### src/rtl/fifo_wr_arbiter.sv
// Two-requester round-robin burst arbiter in front of an 8x8 FIFO write port.
// Optional per-requester write counters are enabled by defining FIFO_ARB_STATS_EN.
module fifo_wr_arbiter #(
    parameter int unsigned BURST_LEN = 4
) (
    input  logic       clk,
    input  logic       reset,
    input  logic       a_req,
    input  logic [7:0] a_data,
    output logic       a_ack,
    output logic       a_gnt,
    input  logic       b_req,
    input  logic [7:0] b_data,
    output logic       b_ack,
    output logic       b_gnt,
    input  logic       fifo_full,
    output logic       fifo_wr,
    output logic [7:0] fifo_data
`ifdef FIFO_ARB_STATS_EN
    ,
    output logic [7:0] a_wcnt,
    output logic [7:0] b_wcnt
`endif
);

    typedef enum logic [1:0] {
        IDLE  = 2'd0,
        GNT_A = 2'd1,
        GNT_B = 2'd2
    } state_t;

    localparam logic       PRI_A     = 1'b0;
    localparam logic       PRI_B     = 1'b1;
    localparam logic [3:0] CNT_LAST  = 4'(BURST_LEN - 1);

    state_t     state;
    state_t     next_state;
    logic       rr_pri;
    logic       rr_pri_next;
    logic [3:0] cnt;
    logic [3:0] cnt_next;
    logic       burst_done;

    // State, round-robin pointer and burst counter; reset aborts any grant at once.
    always_ff @(posedge clk or posedge reset) begin
        if (reset) begin
            state  <= IDLE;
            rr_pri <= PRI_A;
            cnt    <= 4'd0;
        end else begin
            state  <= next_state;
            rr_pri <= rr_pri_next;
            cnt    <= cnt_next;
        end
    end

    // Write path is purely combinational from the registered owner, so data is never buffered here.
    always_comb begin
        a_gnt     = 1'b0;
        b_gnt     = 1'b0;
        fifo_wr   = 1'b0;
        fifo_data = 8'h00;
        unique case (state)
            GNT_A: begin
                a_gnt     = 1'b1;
                fifo_wr   = a_req & ~fifo_full;
                fifo_data = a_data;
            end
            GNT_B: begin
                b_gnt     = 1'b1;
                fifo_wr   = b_req & ~fifo_full;
                fifo_data = b_data;
            end
            default: begin
                fifo_data = 8'h00;
            end
        endcase
        a_ack      = fifo_wr & a_gnt;
        b_ack      = fifo_wr & b_gnt;
        burst_done = fifo_wr & (cnt == CNT_LAST);
    end

    // Next owner: a grant ends on request drop or on the last write of a burst, and the pointer flips.
    always_comb begin
        next_state  = state;
        rr_pri_next = rr_pri;
        cnt_next    = cnt;
        unique case (state)
            IDLE: begin
                if (a_req && b_req) begin
                    next_state = (rr_pri == PRI_B) ? GNT_B : GNT_A;
                end else if (a_req) begin
                    next_state = GNT_A;
                end else if (b_req) begin
                    next_state = GNT_B;
                end
            end
            GNT_A: begin
                if (!a_req || burst_done) begin
                    rr_pri_next = PRI_B;
                    next_state  = b_req ? GNT_B : IDLE;
                end else if (fifo_wr) begin
                    cnt_next = cnt + 4'd1;
                end
            end
            GNT_B: begin
                if (!b_req || burst_done) begin
                    rr_pri_next = PRI_A;
                    next_state  = a_req ? GNT_A : IDLE;
                end else if (fifo_wr) begin
                    cnt_next = cnt + 4'd1;
                end
            end
            default: begin
                next_state = IDLE;
            end
        endcase
        if (next_state != state) begin
            cnt_next = 4'd0;
        end
    end

`ifdef FIFO_ARB_STATS_EN
    // Free-running accepted-write counters, wrapping at 255.
    always_ff @(posedge clk or posedge reset) begin
        if (reset) begin
            a_wcnt <= 8'd0;
            b_wcnt <= 8'd0;
        end else begin
            if (a_ack) a_wcnt <= a_wcnt + 8'd1;
            if (b_ack) b_wcnt <= b_wcnt + 8'd1;
        end
    end
`endif

endmodule
### config.mk
export PLATFORM = sky130hd
export DESIGN_NAME = fifo_wr_arbiter
export DESIGN_NICKNAME = d
export VERILOG_FILES = /design/src/rtl/fifo_wr_arbiter.sv
export SDC_FILE = /design/constraint.sdc
export NUM_CORES = 1
export LEC_CHECK = 0
export CAP_MARGIN = 20
export CORE_MARGIN = 2
export CORE_UTILIZATION = 39
export CTS_BUF_LIST = sky130_fd_sc_hd__clkbuf_8
export CTS_CLUSTER_DIAMETER = 120
export DETAILED_ROUTE_END_ITERATION = 10
export MAX_ROUTING_LAYER = met4
export PLACE_DENSITY = 0.76
export SYNTH_ARGS = -nofsm -noshare
export SYNTH_HDL_FRONTEND = slang
export SYNTH_SLANG_ARGS = --single-unit
### constraint.sdc
create_clock -name clk -period 2.6 [get_ports clk]
set_clock_uncertainty 0.1 [all_clocks]
set_input_delay 0.78 -clock clk [delete_from_list [all_inputs] [get_ports clk]]
set_output_delay 0.78 -clock clk [all_outputs]
set_load 0.01 [all_outputs]
# After elaboration in Yosys (flattened, before gate mapping)
# Index checks and enable logic that the tools add are counted.
dict set report word_totals {
  word_cells 49
  rom_bits 0
  latch_bits 0
  register_bits 7
  memories 0
  inputBits 21
  ramBits 0
}
dict set report classes {
  multipliers 0
  shifts 0
  n_addsub 1
  n_reduce_logical 10
  div_mod_pow 0
  n_lt_le_gt_ge 0
  mux 21
  bitwise 6
  eq_ne 8
}
# cell n
set ops {}
lappend ops {{$mux W4} 4}
lappend ops {{$pmux W8 S2} 1}
lappend ops {{$mux W2} 7}
lappend ops {{$pmux W4 S2} 1}
lappend ops {{$ne A3 B3 Y1 const B} 2}
lappend ops {{$pmux W2 S3} 1}
lappend ops {{$reduce_and A3 Y1} 2}
lappend ops {{$and A1 B1 Y1} 5}
lappend ops {{$mux W1} 5}
lappend ops {{$add A4 B1 Y4 const B} 1}
lappend ops {{$eq A4 B2 Y1 const B} 1}
lappend ops {{$ne A2 B2 Y1 const B} 2}
lappend ops {{$pmux W1 S2} 2}
lappend ops {{$reduce_bool A3 Y1} 1}
lappend ops {{$eq A2 B1 Y1 const B} 1}
lappend ops {{$eq A2 B2 Y1 const B} 1}
lappend ops {{$logic_not A1 Y1} 2}
lappend ops {{$logic_not A2 Y1} 1}
lappend ops {{$logic_or A1 B1 Y1} 2}
lappend ops {{$ne A2 B2 Y1} 1}
lappend ops {{$reduce_bool A2 Y1} 1}
lappend ops {{$logic_and A1 B1 Y1} 1}
lappend ops {{$not A1 Y1} 1}

# Longest topological paths before layout
dict set report logic_depth {
  word_depth 10
  ltp_mapped 8
  mapped_depth_nobuf 7
}

# Worst setup path after synthesis
# Ideal clock, no wire load.
dict set report synth_path {
  path_type {reg-to-output}
  from {register state[0]}
  to {output a_ack}
  path_stages_with_launch 7
  arrival_ps 1493
  path_slack_ps 227
  required_ps 1720
  path_buffers 1
  cell_sequence {dfrtp_1 -> inv_1 -> ha_1 -> buf_4 -> mux2i_2 -> nor2_1 -> and2_1}
}
dict set report synth_via {
  elab_chain_len 3
  word_cells_on_any_way 5
}
# item line
set synth_lines {}
lappend synth_lines {{start: declaration} 36} ;# state_t state;
lappend synth_lines {{start signal: assignment} 51} ;# state <= next_state;
lappend synth_lines {{$eq A2 B2 Y1 / $eq A2 B1 Y1 (equally long branches)} 63} ;# unique case (state)
lappend synth_lines {{$pmux W1 S2 *} 63}
lappend synth_lines {{net fifo_wr} 17} ;# output logic fifo_wr,
lappend synth_lines {{$and A1 B1 Y1 *} 78} ;# a_ack = fifo_wr & a_gnt;
lappend synth_lines {{end: declaration} 10} ;# output logic a_ack,
# The timed path passes the listed nets; every way through them passes the cells marked *.

# Worst setup path in the final report
dict set report layout_path {
  from {input b_data[3]}
  to {output fifo_data[3]}
}
dict set report layout_via {
  elab_chain_len 1
}
# item line
set layout_lines {}
lappend layout_lines {{start: declaration} 13} ;# input logic [7:0] b_data,
lappend layout_lines {{$pmux W8 S2} 63}
lappend layout_lines {{end: declaration} 18} ;# output logic [7:0] fifo_data
# No other way between the ends.

==> impl_metrics.env <==
export IMPL_outcome="finished clean"
export IMPL_dpl_hpwl_um=1750
export IMPL_yosys_area_top_type="dfrtp_1"
export IMPL_htreeDepth=1
export IMPL_synth_edf_count=0
export IMPL_syn_nets=111
export IMPL_whs_path_depth=1
export IMPL_p_comb_frac=0.746
export IMPL_max_slew_margin=0.701
export IMPL_viasPerCell=5.32
export IMPL_worstHoldEndpoint="rr_pri"
export IMPL_finalWirelength_um=2510
export IMPL_io_pins=34
export IMPL_p_sw_frac=0.425
export IMPL_start_util=0.415
export IMPL_cts_root_buffer="clkbuf_8"
export IMPL_remaining_drc_errors=0
export IMPL_start_kind="input pin"
export IMPL_drt_pass1_iterations=4
export IMPL_cts_sinks=7
export IMPL_track_usage=0.251
export IMPL_stdcell_area_um2=1360
export IMPL_insertion_delay_ns=0.24
export IMPL_worstRegToRegCells=10
export IMPL_ys_flop_type="dfrtp_1"
export IMPL_cap_violations=0
export IMPL_required_ns=1.72
export IMPL_vdd_ir_drop_max_v=0.000864
export IMPL_synth_async_reset_ratio=1.00
export IMPL_die_w_um=46.9
export IMPL_post_place_ws_ns=-0.429
export IMPL_r2r_start="state[0]"
export IMPL_pwr_share_clk=0.123
export IMPL_placed_cell_area_um2=1200
export IMPL_wire_per_inst_um=15.1
export IMPL_place_gp_congestion=0.795
export IMPL_antenna_found_initial=0
export IMPL_core_um2=1730
export IMPL_cp_max_fo=1
export IMPL_synth_seq_area_share=0.244
export IMPL_p_int_w=0.000739
export IMPL_drtAntennaViolNets=0
export IMPL_rows=15
export IMPL_dieArea_um2=2200
export IMPL_num_vias=883
export IMPL_end_kind="output pin"
export IMPL_cp_arrival_ns=1.70
export IMPL_grt_pass1_vias=831
export IMPL_synth_top_area_frac=0.244
export IMPL_fin_ws_ns=0.0233
export IMPL_grt_max_degree=13
export IMPL_cts_tree="done"
export IMPL_nFillCells=121
export IMPL_seq_power_share=0.131
export IMPL_power_density_nw_per_um2=947
export IMPL_synth_cell_types=33
export IMPL_cts_inserted_buffers=3
export IMPL_die_h_um=46.9
export IMPL_avgSynthCellArea_um2=8.43
export IMPL_ys_ff_latch=7
export IMPL_max_freq_ghz=0.388
export IMPL_layout_drive_gt1_share=0.369
export IMPL_critPathKind="in2out"
export IMPL_num_antenna_cells=0
export IMPL_netlist_top_cells_count="a22oi_1, nor2b_1, dfrtp_1, nand2_1, a21oi_1"
export IMPL_path_clk_slew_ns=0.04
export IMPL_finalHoldViolCount=0
export IMPL_grt_overflow_total=0
export IMPL_syn_inst=85
export IMPL_grt_pass1_wl_um=3750
export IMPL_slowest_stage="clkdlybuf4s50_1"
export IMPL_min_period_ns=2.58
export IMPL_p_leak_nw=0.600
export IMPL_area_delta_synth_final_pct=89.4
export IMPL_setup_viol=0
export IMPL_rrSetupSlack_ns=0.15
export IMPL_reg2reg_to="cnt[3]"
export IMPL_syn_area_um2=717
export IMPL_p_sw_w=0.000547
export IMPL_hp_start="rr_pri"
export IMPL_yosys_warnings=0
export IMPL_tightest_slew_ns=0.448
export IMPL_drt_iter0_drc=19
export IMPL_nets=168
export IMPL_clockBufferDepth=2
export IMPL_worstPathCellList="clkdlybuf4s50_1, a22oi_1, nor2b_1, dlygate4sd2_1"
export IMPL_netlist_top_cells_area="dfrtp_1, ha_1, a22oi_1, nor2b_1, nand2b_1"
export IMPL_io_buffers=33
export IMPL_period_share=0.991
export IMPL_hp_class="reg2reg"
export IMPL_worst_path_largest_cell_delay_ns=0.40
export IMPL_maxSlewViolCount=0
==> registers in the layout (all words and copies together) (netlist names) <==
| name | flops |
|---|---|
| rr_pri | 1 |
| state | 2 |
| cnt | 4 |
==> timing repair <==
| item | 4_1_cts | 5_1_grt |
|---|---|---|
| buffers inserted | 3 | 1 |
| setup endpoints to repair | 17 | 11 |
| pin swaps | 11 | 0 |
| endpoints found under the hold margin | 0 | 0 |
| hold buffers | 0 | 0 |
| resized for setup | 36 | 19 |
==> per-stage QoR <==
| step | hold slack (ns) | utilization | std cells | setup TNS [ns] | total power [W] |
|---|---|---|---|---|---|
| floorplan | 0.371 | - | 85 | 0 | 0.000600 |
| global placement | 0.410 | 0.696 | 158 | -4.77 | 0.000955 |
| detailed placement | 0.393 | 0.696 | 158 | -5.10 | 0.000973 |
| CTS | 0.403 | 0.764 | 165 | 0 | 0.00120 |
| global route | 0.480 | 0.786 | 166 | -0.000431 | 0.00137 |
| finish | 0.443 | 0.786 | 166 | 0 | 0.00129 |
==> worst max path at each step <==
stage | start | to | slack [ns] | cells past startpoint
floorplan | a_req | a_ack | 0.23 | 4
global placement | fifo_full | cnt[3] | -0.41 | 8
detailed placement | fifo_full | cnt[1] | -0.43 | 8
CTS | b_data[6] | fifo_data[6] | 0.004 | 4
global route | fifo_full | cnt[3] | -0.0004 | 9
finish | b_data[3] | fifo_data[3] | 0.02 | 4
==> critical path, delay by kind of cell <==
family	cells	cell delay [ns]
compound gates	1	0.18
buf+inv	2	0.68
simple gates	1	0.06
==> metal layers <==
metal | GRT usage | routed length (µm) | part of all wire | vias to the layer above
met2 | 0.370 | 1270 | 0.51 | 25
met5 | - | 0 | 0 | -
li1 | - | - | - | 430
met1 | 0.330 | 1080 | 0.43 | 424
met4 | 0.144 | 44 | 0.018 | 0
met3 | 0.0308 | 112 | 0.045 | 4
==> layout make-up <==
class / count / area [µm²] / share of cell area
sequential: 7 / 175 / 0.129
tap: 25 / 31.3 / 0.0230
timing repair buffer: 56 / 469 / 0.346
inverter: 5 / 18.8 / 0.0138
multi-input combinational: 69 / 618 / 0.455
clock inverter: 1 / 3.75 / 0.00276
clock buffer: 3 / 41.3 / 0.0304
==> power by group through the flow <==
stage          clock, W  combinational, W  sequential (W)
3_3_place_gp          0          0.000796        0.000159
5_1_grt        0.000167           0.00103        0.000170
2_1_floorplan         0          0.000435        0.000166
6_report       0.000158          0.000960        0.000168
4_1_cts        0.000159          0.000878        0.000160
3_5_place_dp          0          0.000812        0.000161
==> logic make-up (layout without fill, tap and decap cells) <==
| family | after synthesis | in the layout | synth area share |
|---|---|---|---|
| flip-flops | 7 | 7 | 0.244 |
| AO/OA/AOI/OAI | 26 | 26 | 0.265 |
| XOR/XNOR | 2 | 2 | 0.0244 |
| AND/OR/NAND/NOR | 34 | 34 | 0.291 |
| adder cells (fa/ha/maj) | 5 | 5 | 0.0873 |
| buffers and inverters | 9 | 65 | 0.0541 |
| multiplexers | 2 | 2 | 0.0332 |
==> cells in the final DEF, fill, tap and decap left out, types with 2 or more instances in the layout <==
| cell type | count |
|---|---|
| a22oi_2 | 4 |
| o21ai_0 | 3 |
| clkdlybuf4s50_1 | 18 |
| clkbuf_2 | 4 |
| buf_2 | 3 |
| clkbuf_8 | 3 |
| nor2b_1 | 8 |
| nor2_1 | 2 |
| nand2b_1 | 4 |
| clkdlybuf4s15_1 | 3 |
| dlygate4sd2_1 | 4 |
| xor2_1 | 2 |
| a21oi_1 | 6 |
| ha_4 | 3 |
| buf_4 | 22 |
| nand2_1 | 7 |
| dfrtp_1 | 7 |
| ha_1 | 2 |
| inv_1 | 5 |
| nor4_2 | 3 |
| a22oi_1 | 4 |
Power figures use the tool's default switching activity.
